`src/rtl/jtbubl_romarb.sv`:
```
// jtbubl_romarb
//   Arbitrates four 8-bit CPU ROM requesters (main, sub, MCU, sound) onto a
//   single SDRAM read port. Each slot keeps a one-word (32-bit) cache so that
//   sequential byte fetches inside the same word hit without SDRAM traffic.
//
// Ports
//   clk, rst_n          system clock, asynchronous active-low reset
//   downloading         ROM download in progress: arbiter idle, caches flushed
//   slotN_cs/addr       slot N request and byte address (N = 0..3)
//   slotN_ok/dout       slot N data valid for current address, and the byte
//   sdram_req/addr      read request and 16-bit-word address to the controller
//   sdram_ack           controller accepted the request
//   data_rdy/data_read  one-cycle read data strobe and 32-bit word (byte 0 in [7:0])
//
// Configuration
//   JTBUBL_ROMARB_RR_EN  defined: round-robin grant starting after the last
//                        winner; undefined: fixed priority slot0 > ... > slot3.

module jtbubl_romarb #(
  parameter int          SLOT0_AW     = 18,
  parameter int          SLOT1_AW     = 15,
  parameter int          SLOT2_AW     = 12,
  parameter int          SLOT3_AW     = 15,
  parameter logic [21:0] SLOT0_OFFSET = 22'h0,
  parameter logic [21:0] SLOT1_OFFSET = 22'h0,
  parameter logic [21:0] SLOT2_OFFSET = 22'h0,
  parameter logic [21:0] SLOT3_OFFSET = 22'h0
) (
  input  logic                clk,
  input  logic                rst_n,
  input  logic                downloading,

  input  logic                slot0_cs,
  input  logic [SLOT0_AW-1:0] slot0_addr,
  output logic                slot0_ok,
  output logic [7:0]          slot0_dout,

  input  logic                slot1_cs,
  input  logic [SLOT1_AW-1:0] slot1_addr,
  output logic                slot1_ok,
  output logic [7:0]          slot1_dout,

  input  logic                slot2_cs,
  input  logic [SLOT2_AW-1:0] slot2_addr,
  output logic                slot2_ok,
  output logic [7:0]          slot2_dout,

  input  logic                slot3_cs,
  input  logic [SLOT3_AW-1:0] slot3_addr,
  output logic                slot3_ok,
  output logic [7:0]          slot3_dout,

  output logic                sdram_req,
  input  logic                sdram_ack,
  input  logic                data_rdy,
  input  logic [31:0]         data_read,
  output logic [21:0]         sdram_addr
);

  typedef enum logic [1:0] {
    IDLE = 2'd0,
    REQ  = 2'd1,
    WAIT = 2'd2
  } state_t;

  state_t      state_q, state_d;
  logic        req_q, req_d;
  logic [21:0] addr_q, addr_d;
  logic [1:0]  win_q, win_d;
  logic [21:0] wtag_q, wtag_d;

  logic [3:0]  valid_q, valid_d;
  logic [21:0] tag_q  [4];
  logic [21:0] tag_d  [4];
  logic [31:0] word_q [4];
  logic [31:0] word_d [4];

`ifdef JTBUBL_ROMARB_RR_EN
  logic [1:0]  rr_q, rr_d;
`endif

  // Slot word tags zero-extended to a common width so all slots compare alike
  logic [3:0]  cs;
  logic [21:0] tag  [4];
  logic [1:0]  lane [4];
  logic [3:0]  hit, miss;
  logic [1:0]  sel;
  logic        found;

  assign cs      = {slot3_cs, slot2_cs, slot1_cs, slot0_cs};
  assign tag[0]  = 22'(slot0_addr[SLOT0_AW-1:2]);
  assign tag[1]  = 22'(slot1_addr[SLOT1_AW-1:2]);
  assign tag[2]  = 22'(slot2_addr[SLOT2_AW-1:2]);
  assign tag[3]  = 22'(slot3_addr[SLOT3_AW-1:2]);
  assign lane[0] = slot0_addr[1:0];
  assign lane[1] = slot1_addr[1:0];
  assign lane[2] = slot2_addr[1:0];
  assign lane[3] = slot3_addr[1:0];

  always_comb begin
    for (int unsigned i = 0; i < 4; i++) begin
      hit[i]  = valid_q[i] && (tag_q[i] == tag[i]);
      miss[i] = cs[i] && !hit[i] && !downloading;
    end
  end

  assign slot0_ok   = slot0_cs & hit[0];
  assign slot1_ok   = slot1_cs & hit[1];
  assign slot2_ok   = slot2_cs & hit[2];
  assign slot3_ok   = slot3_cs & hit[3];
  assign slot0_dout = word_q[0][{lane[0], 3'b000} +: 8];
  assign slot1_dout = word_q[1][{lane[1], 3'b000} +: 8];
  assign slot2_dout = word_q[2][{lane[2], 3'b000} +: 8];
  assign slot3_dout = word_q[3][{lane[3], 3'b000} +: 8];

  assign sdram_req  = req_q;
  assign sdram_addr = addr_q;

  function automatic logic [21:0] slot_offset(input logic [1:0] idx);
    case (idx)
      2'd0:    slot_offset = SLOT0_OFFSET;
      2'd1:    slot_offset = SLOT1_OFFSET;
      2'd2:    slot_offset = SLOT2_OFFSET;
      default: slot_offset = SLOT3_OFFSET;
    endcase
  endfunction

  // Winner selection
  always_comb begin
    sel   = '0;
    found = 1'b0;
`ifdef JTBUBL_ROMARB_RR_EN
    for (int unsigned k = 1; k <= 4; k++) begin
      logic [1:0] idx;
      idx = rr_q + 2'(k);
      if (!found && miss[idx]) begin
        sel   = idx;
        found = 1'b1;
      end
    end
`else
    for (int unsigned i = 0; i < 4; i++) begin
      if (!found && miss[i]) begin
        sel   = 2'(i);
        found = 1'b1;
      end
    end
`endif
  end

  always_comb begin
    state_d = state_q;
    req_d   = req_q;
    addr_d  = addr_q;
    win_d   = win_q;
    wtag_d  = wtag_q;
    valid_d = valid_q;
    tag_d   = tag_q;
    word_d  = word_q;
`ifdef JTBUBL_ROMARB_RR_EN
    rr_d    = rr_q;
`endif
    if (downloading) begin
      state_d = IDLE;
      req_d   = 1'b0;
      valid_d = '0;
    end else begin
      case (state_q)
        IDLE: begin
          if (found) begin
            win_d   = sel;
            wtag_d  = tag[sel];
            addr_d  = slot_offset(sel) + {tag[sel][20:0], 1'b0};
            req_d   = 1'b1;
            state_d = REQ;
`ifdef JTBUBL_ROMARB_RR_EN
            rr_d    = sel;
`endif
          end
        end
        REQ: begin
          if (sdram_ack) begin
            req_d   = 1'b0;
            // Data arriving with the ack is captured right away
            if (data_rdy) begin
              word_d[win_q]  = data_read;
              tag_d[win_q]   = wtag_q;
              valid_d[win_q] = 1'b1;
              state_d        = IDLE;
            end else begin
              state_d = WAIT;
            end
          end
        end
        WAIT: begin
          if (data_rdy) begin
            word_d[win_q]  = data_read;
            tag_d[win_q]   = wtag_q;
            valid_d[win_q] = 1'b1;
            state_d        = IDLE;
          end
        end
        default: begin
          state_d = IDLE;
          req_d   = 1'b0;
        end
      endcase
    end
  end

  always_ff @(posedge clk or negedge rst_n) begin
    if (!rst_n) begin
      state_q <= IDLE;
      req_q   <= 1'b0;
      addr_q  <= '0;
      win_q   <= '0;
      wtag_q  <= '0;
      valid_q <= '0;
      for (int unsigned i = 0; i < 4; i++) begin
        tag_q[i]  <= '0;
        word_q[i] <= '0;
      end
`ifdef JTBUBL_ROMARB_RR_EN
      rr_q    <= '0;
`endif
    end else begin
      state_q <= state_d;
      req_q   <= req_d;
      addr_q  <= addr_d;
      win_q   <= win_d;
      wtag_q  <= wtag_d;
      valid_q <= valid_d;
      for (int unsigned i = 0; i < 4; i++) begin
        tag_q[i]  <= tag_d[i];
        word_q[i] <= word_d[i];
      end
`ifdef JTBUBL_ROMARB_RR_EN
      rr_q    <= rr_d;
`endif
    end
  end

endmodule

```
`config.mk`:
```
export PLATFORM = sky130hd
export DESIGN_NAME = jtbubl_romarb
export DESIGN_NICKNAME = d
export VERILOG_FILES = /design/src/rtl/jtbubl_romarb.sv
export SDC_FILE = /design/constraint.sdc
export NUM_CORES = 1
export LEC_CHECK = 0
export CORE_MARGIN = 1
export CORE_UTILIZATION = 59
export CTS_CLUSTER_DIAMETER = 100
export DETAILED_ROUTE_END_ITERATION = 10
export PLACE_DENSITY = 0.88
export SYNTH_ARGS = -nofsm -noshare
export SYNTH_HDL_FRONTEND = slang
export SYNTH_SLANG_ARGS = --single-unit
export TNS_END_PERCENT = 50
```
`constraint.sdc`:
```
create_clock -name clk -period 5.3 [get_ports clk]
set_input_delay 1.06 -clock clk [delete_from_list [all_inputs] [get_ports clk]]
set_output_delay 1.06 -clock clk [all_outputs]
set_load 0.02 [all_outputs]
```
# Word level (Yosys, flattened, before mapping)
# Cells that the tools add are included.
[word_totals] ramBits=0 in_bits=101 out_inout_bits=59 latch_bits=0 rom_bits=0 mem_count=0 elab_cells=117 reg_bits=269
[op_classes] mux=41 n_eq_ne=11 n_addsub=1 mul=0 n_lt_le_gt_ge=5 n_shift=4 bitwise=8 reduce_logical=33 div=0
[ops] op="$mux W128" n=2
[ops] op="$pmux W128 S2" n=1
[ops] op="$mux W88" n=2
[ops] op="$pmux W88 S2" n=1
[ops] op="$mux W22" n=6
[ops] op="$bwmux W128" n=1
[ops] op="$shiftx A32 B6 Y8" n=4
[ops] op="$bwmux W88" n=1
[ops] op="$demux W32 S2" n=1
[ops] op="$bmux W22 S2" n=1
[ops] op="$demux W22 S2" n=1
[ops] op="$eq A22 B13 Y1" n=2
[ops] op="$mux W32" n=1
[ops] op="$add A22 B22 Y22" n=1
[ops] op="$eq A22 B10 Y1" n=1
[ops] op="$eq A22 B16 Y1" n=1
[ops] op="$logic_and A1 B1 Y1" n=17
[ops] op="$mux W2" n=7
[ops] op="$mux W4" n=3
[ops] op="$reduce_and A3 Y1" n=4
[ops] op="$mux W1" n=9
[ops] op="$ne A3 B3 Y1 const B" n=3
[ops] op="$logic_not A1 Y1" n=8
[ops] op="$pmux W4 S2" n=1
[ops] op="18 further kinds" n=24

# Logic depth before layout (Yosys ltp)
[logic_depth] ltp_word=20 ltp_mapped=8 depth_no_buf=6

# Worst setup path after synthesis
# Ideal clock, no wire load.
[synth_path] path_type="input to output" start="in slot3_addr[13]" end="out slot3_ok" cell_stages=6 slack_ns=1.803 path_buffers=2 required_ns=4.240 arrival_ns=2.437 path_cell_list="xor2_1 > nor4_1 > and4_1 > clkbuf_1 > clkbuf_1 > and2_1"
[synth_between] elab_chain_cells=3
[synth_lines] element="start, declared" line="49" text="input logic [SLOT3_AW-1:0] slot3_addr,"
[synth_lines] element="$eq A22 B13 Y1" line="102" text="hit[i] = valid_q[i] && (tag_q[i] == tag[i]);"
[synth_lines] element="$logic_and A1 B1 Y1" line="102"
[synth_lines] element="$and A1 B1 Y1" line="110" text="assign slot3_ok = slot3_cs & hit[3];"
[synth_lines] element="end, declared" line="50" text="output logic slot3_ok,"
# No other way between the ends.

# Worst setup path after layout
[layout_path] start="in slot3_addr[0]" end="out slot3_dout[6]"
[layout_between] elab_chain_cells=1
[layout_lines] element="$shiftx A32 B6 Y8" line="114" text="assign slot3_dout = word_q[3][{lane[3], 3'b000} +: 8];"
[layout_lines] element="end, declared" line="51" text="output logic [7:0] slot3_dout,"
# No other way between the ends.

==> metrics.md <==
| Metric | Value |
|---|---|
| Status | completed |
| Final period util | 81.0% |
| Drt pass-1 iters | 5 |
| Commonest non-fill, non-tap cell in the layout | dfrtp_1 |
| Resize count post-CTS | 0 |
| Most frequent CP cell | clkdlybuf4s50_1 |
| Async SR Flop Fraction | 100% |
| DP HPWL | 17.8 mm |
| Dpl cells | 1060 |
| Mean Syn Cell Area | 14.4 µm² |
| # rows | 48 |
| Library cells used by synthesis | 48 |
| Clock Skews | approximately 0.014 ns |
| Clk slew on worst S/H paths | around 0.060 ns |
| Initial drt markers | 475 |
| WS Path Type | input port to primary output |
| Remaining Overflow, GRT | 0 |
| ANT nets after route | 0 |
| Die height | 134 µm |
| Reg area | between 5000 and 6000 µm² |
| Pwr dens | 456 nW/µm² |
| Kind of cell adding the most delay to the critical path | buffers and inverters |
| Synthesis-stage register bit count | 217 |
| # DRC | 0 |
| Port Buffer Count | 153 |
| Via density | 6.24 |
| CTS Buffer Depth | 3 |
| Post-CTS setup buffers | 0 |
| Fmax | 0.233 GHz |
| Die area | 18100 µm² |
| Flop pwr share | 44.9% |
| Clk_lat worst skew | 0.51 ns |
| Slew Limit Fails | 0 |
| Cts hold-fix bufs | 0 |
| Num CTS Buffers | 23 |
| Hold Crit Class | register to register |
| Post-synth EDFFs | 0 |
| GP Congestion | just over 0.9 |
| Final hold slack | between 0.4 and 0.5 ns |
| Initial antenna violation count | 0 |
| Sequential cell area fraction in the yosys report | between 50% and 60% |
| Syn Inst Count | approximately 720 |
| Hold Path Depth | 1 |
| Worst path max stage delay | 0.99 ns |
| I/O Pins | 160 |
| Hold Path End | word_q[122] |
| Worst setup SP type | input port |
| Ys Warns | 0 |
| Synthesized area | 10400 µm² |
| Reg2reg path depth | 6 |
| Rel. slew slack | around a quarter |
| Finish-stage setup viols | 0 |
| CP Buf/Inv Count | 2 |
| First-pass GRT wire length | 41.0 mm |
| Clk pwr share | 27.6% |
| Comb pwr share | ~28% |
| Worst hold start | word_q[122] |
| Sw Pwr | 1730 µW |
| CP required | 4.24 ns |
| CTS tree | built |
| Crit path capture type | primary output |
| Root Driver | clkbuf_16 |
| Drt total wl | 25.9 mm |
| RR Endpoint | sdram_addr[10] |
| Final hold vios | 0 |
| Fin cells | 1100 |
| Switching share of power | 29.7% |
| DIE WIDTH | between 100 and 150 µm |
| Pint | 4100 µW |
| Most frequent cells in the layout | 217 x dfrtp_1, 152 x mux2_2, 152 x clkdlybuf4s50_1 |
| Multi-input gate area | 4620 µm² |
| Routed len/inst | between 20 and 25 µm |
| Leakage | 0.00581 µW |
| RSZ-0062 raised after global routing | false |
| Area Growth Syn to Fin | 23.6% |
| Initial Util | 60.1% |
| Fin nets | 961 |
| Worst EP arrival | 3.23 ns |
| Worst-Margin Slew | 1.10 ns |
| Max_cap viols | 0 |
| Via count | 6867 |
| GRT Overall Usage | 29.8% |
| Top_reg_cell synth | dfrtp_1 |
| R2R Setup Slk | 2.15 ns |
| Crit path time final | 4.29 ns |
| Number of global-route vias before repair | 7254 |
| N_diodes | 0 |
| RR Startpoint | tag_q[54] |
| Largest net degree at the start of global routing | about 130 |
| Layout cells sized above 1 | 29.5% |
| Critical Path Stages | 3 |
| Critical Path Fanout Max | 8 |
| Final setup TNS | 0 ns |
| Worst vdd ir | 0.451 mV |
| Core ar. | 17200 µm² |
| Filler cells | between 1000 and 1500 |
| Cells along the critical path | clkdlybuf4s50_1 > mux4_2 > clkdlybuf4s50_1 |
| Slowest CP cell | clkdlybuf4s50_1 |
| Clock sink total | 217 |
| CTS H-Tree Depth | 1 |
cell type report:
| class | instances | area share, % |
|---|---|---|
| Tap cell | 225 | 2.20 |
| Timing Repair Buffer | 163 | 12.8 |
| Multi-Input combinational cell | 435 | 36.1 |
| Sequential cell | 217 | 42.4 |
| Inverter | 20 | 0.587 |
| Clock inverter | 15 | 1.28 |
| Clock buffer | 25 | 4.63 |
worst reg2reg max path: cells and delay by family, from the launching register on:
family	cells	cell delay (ns)
simple gates	2	1.04
compound gates	3	1.48
flops	1	0.39
xor+xnor	1	0.17
state kept, by name (all words and copies together) (netlist names):
signal / cells
win_q: 2
valid_q: 4
tag_q: 64
word_q: 128
sdram_addr: 16
state_q: 2
sdram_req: 1
synthesized netlist by cell type, types with 12 or more instances:
cell      count  area [µm²]
buf_4        15         113
dfrtp_1     217        5430
nor4_1       12        75.1
mux2i_1      14         140
inv_1        20        75.1
xor2_1       46         403
buf_2        15        75.1
clkbuf_1     14        52.6
mux4_2       32         721
mux2_2      152        1710
mux2_1       40         450
and3_1       13        81.3
and4_1       12         105
layer usage:
layer  part of all wire (%)  GRT usage [%]  wire, µm
met1                     41           40.2     10500
met4                    2.3           8.55       600
met2                     49           50.4     12800
met3                    7.6           4.69      1970
met5                      0              0         0
how the worst max path moves through the flow:
stage	startpoint	end	slack, ns
after floorplan	slot3_addr[13]	slot3_ok	1.80
after global placement	slot3_addr[0]	slot3_dout[7]	0.98
after detailed placement	slot3_addr[0]	slot3_dout[7]	0.96
after CTS	slot3_addr[0]	slot3_dout[7]	0.96
after global routing	slot3_addr[13]	slot3_ok	0.93
final	slot3_addr[0]	slot3_dout[6]	1.01
power by group through the flow:
stage	clock (µW)	sequential, µW	combinational, µW
floorplan	0	2500	1030
global placement	0	2580	1550
detailed placement	0	2630	1600
CTS	1640	2610	1610
global route	1710	2680	1710
finish	1610	2620	1600
kinds of logic (layout without fill, tap and decap cells):
kind of cell	after synthesis	after routing	synth area share (%)
multiplexers	238	238	29.2
other	1	6	0.0362
XOR/XNOR	52	52	4.40
buffers and inverters	70	223	3.41
flip-flops	217	217	52.4
AO/OA/AOI/OAI	56	56	5.24
AND/OR/NAND/NOR	83	83	5.29
metrics by stage:
stage	total power, µW	utilization [%]	worst slack (ns)	instance area [µm²]
global placement	4120	69.9	0.979	12000
finish	5830	74.3	1.01	12800
CTS	5860	74.3	0.960	12800
global route	6090	74.3	0.934	12800
detailed placement	4220	69.9	0.960	12000
floorplan	3530	-	1.80	10400
No activity file was read; power rests on OpenSTA's default activity.
